===== config.mk =====
export PLATFORM = sky130hd
export DESIGN_NAME = shift_rotate_unit_flat
export DESIGN_NICKNAME = d
export VERILOG_FILES = /design/src/rtl/shift_rotate_unit_if.sv /design/src/rtl/shift_rotate_unit.sv /design/src/flat_wrapper.sv
export SDC_FILE = /design/constraint.sdc
export NUM_CORES = 1
export LEC_CHECK = 0
export BUFFER_PORTS_ARGS = -buffer_cell sky130_fd_sc_hd__buf_2
export CORE_MARGIN = 8
export CORE_UTILIZATION = 60
export CTS_BUF_LIST = sky130_fd_sc_hd__clkbuf_4 sky130_fd_sc_hd__clkbuf_8 sky130_fd_sc_hd__clkbuf_16
export CTS_CLUSTER_SIZE = 10
export DETAILED_ROUTE_END_ITERATION = 12
export HOLD_SLACK_MARGIN = 0.06
export PLACE_DENSITY = 0.85
export SYNTH_ARGS = -nofsm -noshare
export SYNTH_HDL_FRONTEND = slang
export SYNTH_SLANG_ARGS = --single-unit

===== constraint.sdc =====
create_clock -name clock -period 6.4 [get_ports clock]
set_clock_uncertainty 0.1 [all_clocks]
set_input_delay 0.32 -clock clock [delete_from_list [all_inputs] [get_ports clock]]
set_output_delay 0.32 -clock clock [all_outputs]
set_load 0.02 [all_outputs]

===== src/rtl/shift_rotate_unit_if.sv =====
// Handshake bundle for the shift/rotate unit: operation request side and result side.
// master drives requests and out_ready; slave is the unit itself.
interface shift_rotate_unit_if #(
  parameter int unsigned WIDTH = 32,
  parameter int unsigned TAG_W = 4
);
  logic             in_valid;
  logic             in_ready;
  logic [WIDTH-1:0] in_data;
  logic [31:0]      in_amount;
  logic [2:0]       in_op;
  logic [TAG_W-1:0] in_tag;
  logic             out_valid;
  logic             out_ready;
  logic [WIDTH-1:0] out_data;
  logic             out_zero;
  logic             out_illegal;
  logic [TAG_W-1:0] out_tag;

  modport master (
    output in_valid, in_data, in_amount, in_op, in_tag, out_ready,
    input  in_ready, out_valid, out_data, out_zero, out_illegal, out_tag
  );

  modport slave (
    input  in_valid, in_data, in_amount, in_op, in_tag, out_ready,
    output in_ready, out_valid, out_data, out_zero, out_illegal, out_tag
  );
endinterface


===== src/rtl/shift_rotate_unit.sv =====
// Two-stage pipelined barrel shift/rotate unit with valid/ready flow control.
// Every op is done as a right rotation followed by a fill mask for the shifts.
module shift_rotate_unit #(
  parameter int unsigned WIDTH = 32,
  parameter int unsigned TAG_W = 4
) (
  input  logic               clock,
  input  logic               clear,
  shift_rotate_unit_if.slave bus
);

  localparam int unsigned SHW = $clog2(WIDTH);
  localparam int unsigned S1L = (SHW + 1) / 2;

  localparam logic [2:0] OpRor  = 3'b000;
  localparam logic [2:0] OpRol  = 3'b001;
  localparam logic [2:0] OpShr  = 3'b010;
  localparam logic [2:0] OpShl  = 3'b011;
  localparam logic [2:0] OpShra = 3'b100;

  logic             s1_valid_q;
  logic [WIDTH-1:0] s1_data_q;
  logic [SHW-1:S1L] s1_rot_hi_q;
  logic [SHW-1:0]   s1_n_q;
  logic             s1_sat_q;
  logic             s1_sign_q;
  logic [2:0]       s1_op_q;
  logic [TAG_W-1:0] s1_tag_q;

  logic             out_valid_q;
  logic [WIDTH-1:0] out_data_q;
  logic             out_zero_q;
  logic             out_illegal_q;
  logic [TAG_W-1:0] out_tag_q;

  logic             s2_adv;
  logic             s1_adv;
  logic [SHW-1:0]   amt_lo;
  logic             amt_sat;
  logic [SHW-1:0]   rot;
  logic [WIDTH-1:0] s1_next;
  logic [WIDTH-1:0] res;
  logic             fill;

  assign s2_adv  = !out_valid_q || bus.out_ready;
  assign s1_adv  = !s1_valid_q || s2_adv;
  assign amt_lo  = bus.in_amount[SHW-1:0];
  assign amt_sat = |bus.in_amount[31:SHW];

  // Left-going ops rotate right by the negated count; illegal ops do not rotate.
  always_comb begin
    rot = '0;
    case (bus.in_op)
      OpRor, OpShr, OpShra: rot = amt_lo;
      OpRol, OpShl:         rot = -amt_lo;
      default:              rot = '0;
    endcase
    s1_next = bus.in_data;
    for (int l = 0; l < int'(S1L); l++) begin
      if (rot[l]) begin
        s1_next = (s1_next >> (1 << l)) | (s1_next << (WIDTH - (1 << l)));
      end
    end
  end

  always_comb begin
    res = s1_data_q;
    for (int l = int'(S1L); l < int'(SHW); l++) begin
      if (s1_rot_hi_q[l]) begin
        res = (res >> (1 << l)) | (res << (WIDTH - (1 << l)));
      end
    end
    fill = (s1_op_q == OpShra) && s1_sign_q;
    // Bits that wrapped around during the rotation are replaced by the fill value.
    for (int i = 0; i < int'(WIDTH); i++) begin
      case (s1_op_q)
        OpShr, OpShra: begin
          if (s1_sat_q || (i + int'(s1_n_q) >= int'(WIDTH))) res[i] = fill;
        end
        OpShl: begin
          if (s1_sat_q || (i < int'(s1_n_q))) res[i] = 1'b0;
        end
        default: ;
      endcase
    end
  end

  always_ff @(posedge clock or negedge clear) begin
    if (!clear) begin
      s1_valid_q  <= 1'b0;
      s1_data_q   <= '0;
      s1_rot_hi_q <= '0;
      s1_n_q      <= '0;
      s1_sat_q    <= 1'b0;
      s1_sign_q   <= 1'b0;
      s1_op_q     <= '0;
      s1_tag_q    <= '0;
    end else if (s1_adv) begin
      s1_valid_q <= bus.in_valid;
      if (bus.in_valid) begin
        s1_data_q   <= s1_next;
        s1_rot_hi_q <= rot[SHW-1:S1L];
        s1_n_q      <= amt_lo;
        s1_sat_q    <= amt_sat;
        s1_sign_q   <= bus.in_data[WIDTH-1];
        s1_op_q     <= bus.in_op;
        s1_tag_q    <= bus.in_tag;
      end
    end
  end

  always_ff @(posedge clock or negedge clear) begin
    if (!clear) begin
      out_valid_q   <= 1'b0;
      out_data_q    <= '0;
      out_zero_q    <= 1'b0;
      out_illegal_q <= 1'b0;
      out_tag_q     <= '0;
    end else if (s2_adv) begin
      out_valid_q <= s1_valid_q;
      if (s1_valid_q) begin
        out_data_q    <= res;
        out_zero_q    <= (res == '0);
        out_illegal_q <= (s1_op_q > OpShra);
        out_tag_q     <= s1_tag_q;
      end
    end
  end

  assign bus.in_ready    = s1_adv;
  assign bus.out_valid   = out_valid_q;
  assign bus.out_data    = out_data_q;
  assign bus.out_zero    = out_zero_q;
  assign bus.out_illegal = out_illegal_q;
  assign bus.out_tag     = out_tag_q;

endmodule


===== src/flat_wrapper.sv =====
// flat-port wrapper written by rule: the top's interface ports become plain ports
module shift_rotate_unit_flat 
#(
  parameter int unsigned WIDTH = 32,
  parameter int unsigned TAG_W = 4
)
  (clock, clear, bus_in_valid, bus_in_data, bus_in_amount, bus_in_op, bus_in_tag, bus_out_ready, bus_in_ready, bus_out_valid, bus_out_data, bus_out_zero, bus_out_illegal, bus_out_tag);
  shift_rotate_unit_if #(.WIDTH(WIDTH), .TAG_W(TAG_W)) bus_i ();
  input  logic clock;
  input  logic clear;
  input wire logic [$bits(bus_i.in_valid)-1:0] bus_in_valid;
  input wire logic [$bits(bus_i.in_data)-1:0] bus_in_data;
  input wire logic [$bits(bus_i.in_amount)-1:0] bus_in_amount;
  input wire logic [$bits(bus_i.in_op)-1:0] bus_in_op;
  input wire logic [$bits(bus_i.in_tag)-1:0] bus_in_tag;
  input wire logic [$bits(bus_i.out_ready)-1:0] bus_out_ready;
  output wire logic [$bits(bus_i.in_ready)-1:0] bus_in_ready;
  output wire logic [$bits(bus_i.out_valid)-1:0] bus_out_valid;
  output wire logic [$bits(bus_i.out_data)-1:0] bus_out_data;
  output wire logic [$bits(bus_i.out_zero)-1:0] bus_out_zero;
  output wire logic [$bits(bus_i.out_illegal)-1:0] bus_out_illegal;
  output wire logic [$bits(bus_i.out_tag)-1:0] bus_out_tag;
  assign bus_i.in_valid = bus_in_valid;
  assign bus_i.in_data = bus_in_data;
  assign bus_i.in_amount = bus_in_amount;
  assign bus_i.in_op = bus_in_op;
  assign bus_i.in_tag = bus_in_tag;
  assign bus_i.out_ready = bus_out_ready;
  assign bus_in_ready = bus_i.in_ready;
  assign bus_out_valid = bus_i.out_valid;
  assign bus_out_data = bus_i.out_data;
  assign bus_out_zero = bus_i.out_zero;
  assign bus_out_illegal = bus_i.out_illegal;
  assign bus_out_tag = bus_i.out_tag;
  shift_rotate_unit #(.WIDTH(WIDTH), .TAG_W(TAG_W)) u_core (.clock(clock), .clear(clear), .bus(bus_i));
endmodule

==> impl_metrics.env <==
export IMPL_status="completed"
export IMPL_setup_viol=0
export IMPL_clkTransAtPathRegs_ns=0.09
export IMPL_grt_remaining_overflow=0
export IMPL_placed_cell_area_um2=6950
export IMPL_path_class="register to register"
export IMPL_drc_errors=0
export IMPL_area_growth_pct=11.2
export IMPL_die_w_um=120
export IMPL_arrival_ns=3.69
export IMPL_tns_ns=0
export IMPL_ys_ff_latch=88
export IMPL_relSlewSlack_pct=27.5
export IMPL_grt_setup_unrepaired="false"
export IMPL_yosysMostFrequentCell="mux2i_1"
export IMPL_core_area_um2=10700
export IMPL_via_per_inst=6.64
export IMPL_numCtsBuffers=9
export IMPL_clk_latency_ns=0.37
export IMPL_antenna_cells=0
export IMPL_max_freq_ghz=0.288
export IMPL_synth_seq_area_share_pct=34.2
export IMPL_dpl_cell_count=929
export IMPL_synth_area_leaders="dfrtp_1 (34%), mux2i_1 (19%), o21ai_0 (7.2%), nand2_1 (5.9%), mux2_2 (5.1%)"
export IMPL_grt_max_degree=89
export IMPL_gp_congestion=1.01
export IMPL_portBuffers=114
export IMPL_dieArea_um2=14300
export IMPL_clock_sinks=88
export IMPL_finalPower_mw=2.21
export IMPL_drtPass1Iterations=5
export IMPL_crit_chain="clkinv_1 > o221ai_1 > nand4_1 > a2111oi_0 > and4_1 > a32o_1"
export IMPL_hold_viol=0
export IMPL_htree_levels=3
export IMPL_pin_count=115
export IMPL_finalCritPeriodShare_pct=54.3
export IMPL_grt_pass1_vias=6299
export IMPL_cp_required_ns=6.61
export IMPL_avgSynthCellArea_um2=8.78
export IMPL_cap_violations=0
export IMPL_nets=877
export IMPL_antenna_found_initial=0
export IMPL_reg2reg_from="u_core.s1_rot_hi_q[3]"
export IMPL_tritoncts="yes"
export IMPL_vdd_drop_max_uv=203
export IMPL_start_util_pct=60.5
export IMPL_die_y_um=120
export IMPL_crit_path_end_kind="register"
export IMPL_synth_warnings=0
export IMPL_dp_hpwl_um=16800
export IMPL_drive_above_1_share_pct=22.2
export IMPL_antenna_left=0
export IMPL_drtIter0Drc=613
export IMPL_grt_first_pass_wirelength_um=34400
export IMPL_synth_area_um2=6450
export IMPL_grt_usage_pct=30.2
export IMPL_synth_common_cells="mux2i_1 (125), nand2_1 (102), o21ai_0 (93)"
export IMPL_worstSetupStartpoint="u_core.s1_rot_hi_q[3]"
export IMPL_wl_um=22000
export IMPL_min_period_ns=3.48
export IMPL_cp_slowest_stage_delay_ns=1.01
export IMPL_finalNonFillerCells=946
export IMPL_yosysUniqueCellTypes=64
export IMPL_synth_edff_count=0
export IMPL_rows=38
export IMPL_power_density_nw_per_um2=308
export IMPL_syn_instance_count=734
export IMPL_cts_resized=0
export IMPL_yosys_area_top_type="dfrtp_1"
export IMPL_ys_async_sr_fraction_pct=100
export IMPL_ys_flop_type="dfrtp_1"
export IMPL_avgRoutedWirePerCell_um=23.2
export IMPL_final_area_um2=7170
export IMPL_synth_net_count=810
export IMPL_cts_root_buffer="clkbuf_8"
export IMPL_cp_start_kind="register"
export IMPL_clockBufferDepth=2
export IMPL_min_path_type="primary input to asynchronous set/reset pin"
export IMPL_max_slew_worst_pin_slew_ns=1.09
export IMPL_maxSlewViolCount=0
export IMPL_critical_path_slowest_cell="dfrtp_1"
export IMPL_p_leak_nw=3.27
export IMPL_synth_top_cell_area_share_pct=34.2
export IMPL_via_count=6277
export IMPL_crit_fanout=36
[state kept, by name, indices dropped and copies added, names as in the netlist, 2 cells and up]
signal	flops
u_core.bus.out_data	32
u_core.s1_data_q	32
u_core.s1_n_q	5
u_core.bus.out_tag	4
u_core.s1_tag_q	4
u_core.s1_op_q	3
u_core.s1_rot_hi_q	2
[worst paths after layout]
check,endpoint,slack [ns],depth (start not counted)
max,u_core.bus.out_zero,2.92,6
min,u_core.bus.out_data[31],0.05,1
max reg2reg,u_core.bus.out_zero,2.92,6
min reg2reg,u_core.bus.out_data[9],0.38,2
max in group asynchronous,u_core.s1_data_q[28],5.47,1
min in group clock,u_core.s1_tag_q[1],0.07,2
[metrics by stage]
stage          hold WS [ns]  setup slack (ns)  util [%]
2_1_floorplan       -0.0756              4.21         -
3_3_place_gp          0.356              3.19      65.3
3_5_place_dp          0.366              3.09      65.3
4_1_cts              0.0611              3.06      67.3
5_1_grt              0.0619              2.72      67.3
6_report             0.0521              2.92      67.3
[routing by layer]
metal	vias to the layer above	global-route usage [%]	wire length, um
li1	2823	-	-
met1	3024	36.1	8780
met2	356	50.9	10700
met3	74	5.50	1510
met4	0	16.0	995
met5	-	0	0
[timing repair]
item,4_1_cts,5_1_grt
buffers inserted,0,0
endpoints found under the hold margin,1,0
hold buffers,1,0
[worst max-delay path: cells and delay by family (launching register included)]
kind | cells | cell delay, ns
AND/OR/NAND/NOR | 2 | 0.42
AO/OA/AOI/OAI | 3 | 0.94
flip-flops | 1 | 1.01
buffers and inverters | 1 | 0.94
[power by group]
part	switching [mW]	total [mW]	internal, mW	leakage [nW]
Clock	0.212	0.410	0.198	0.104
Combinational	0.616	0.970	0.354	2.09
Sequential	0.136	0.826	0.690	1.08
Total	0.963	2.21	1.24	3.27
[layout by cell type (no fill, tap or decap), types with 5 or more instances in the layout]
cell      Yosys  routed
nor3_1       11      11
o21ai_0      93      93
a211o_1       7       7
nand2_1     102      99
dfrtp_1      88      88
nand3_1       7       7
mux2_2       29      29
a21oi_1      39      39
clkbuf_8      0      10
a21o_1        7       7
a221oi_1      5       5
mux2i_1     125     125
buf_2        27     113
o21a_1        7       7
nand2b_1      9       9
nor4_1        7       7
buf_4         3       6
a211oi_1      5       5
and2_1        8       8
nand4_1       8       8
nor2_1       32      32
a31oi_1       6       6
[area by class of cell]
cell class                 count  area [um2]
tap                          140         175
timing repair buffer         120         621
clock inverter                 5        63.8
fill                         871        3480
sequential                    88        2200
multi-input combinational    577        3950
clock buffer                  11         145
inverter                       5        18.8
[logic make-up after synthesis]
family                   Yosys count  synth area share (%)
adder cells (fa/ha/maj)            1                 0.194
AO/OA/AOI/OAI                    213                  20.7
buffers and inverters             69                  4.95
multiplexers                     154                  24.5
XOR/XNOR                           3                 0.524
AND/OR/NAND/NOR                  206                  15.0
flip-flops                        88                  34.2
No activity file was read; power rests on OpenSTA's default activity.
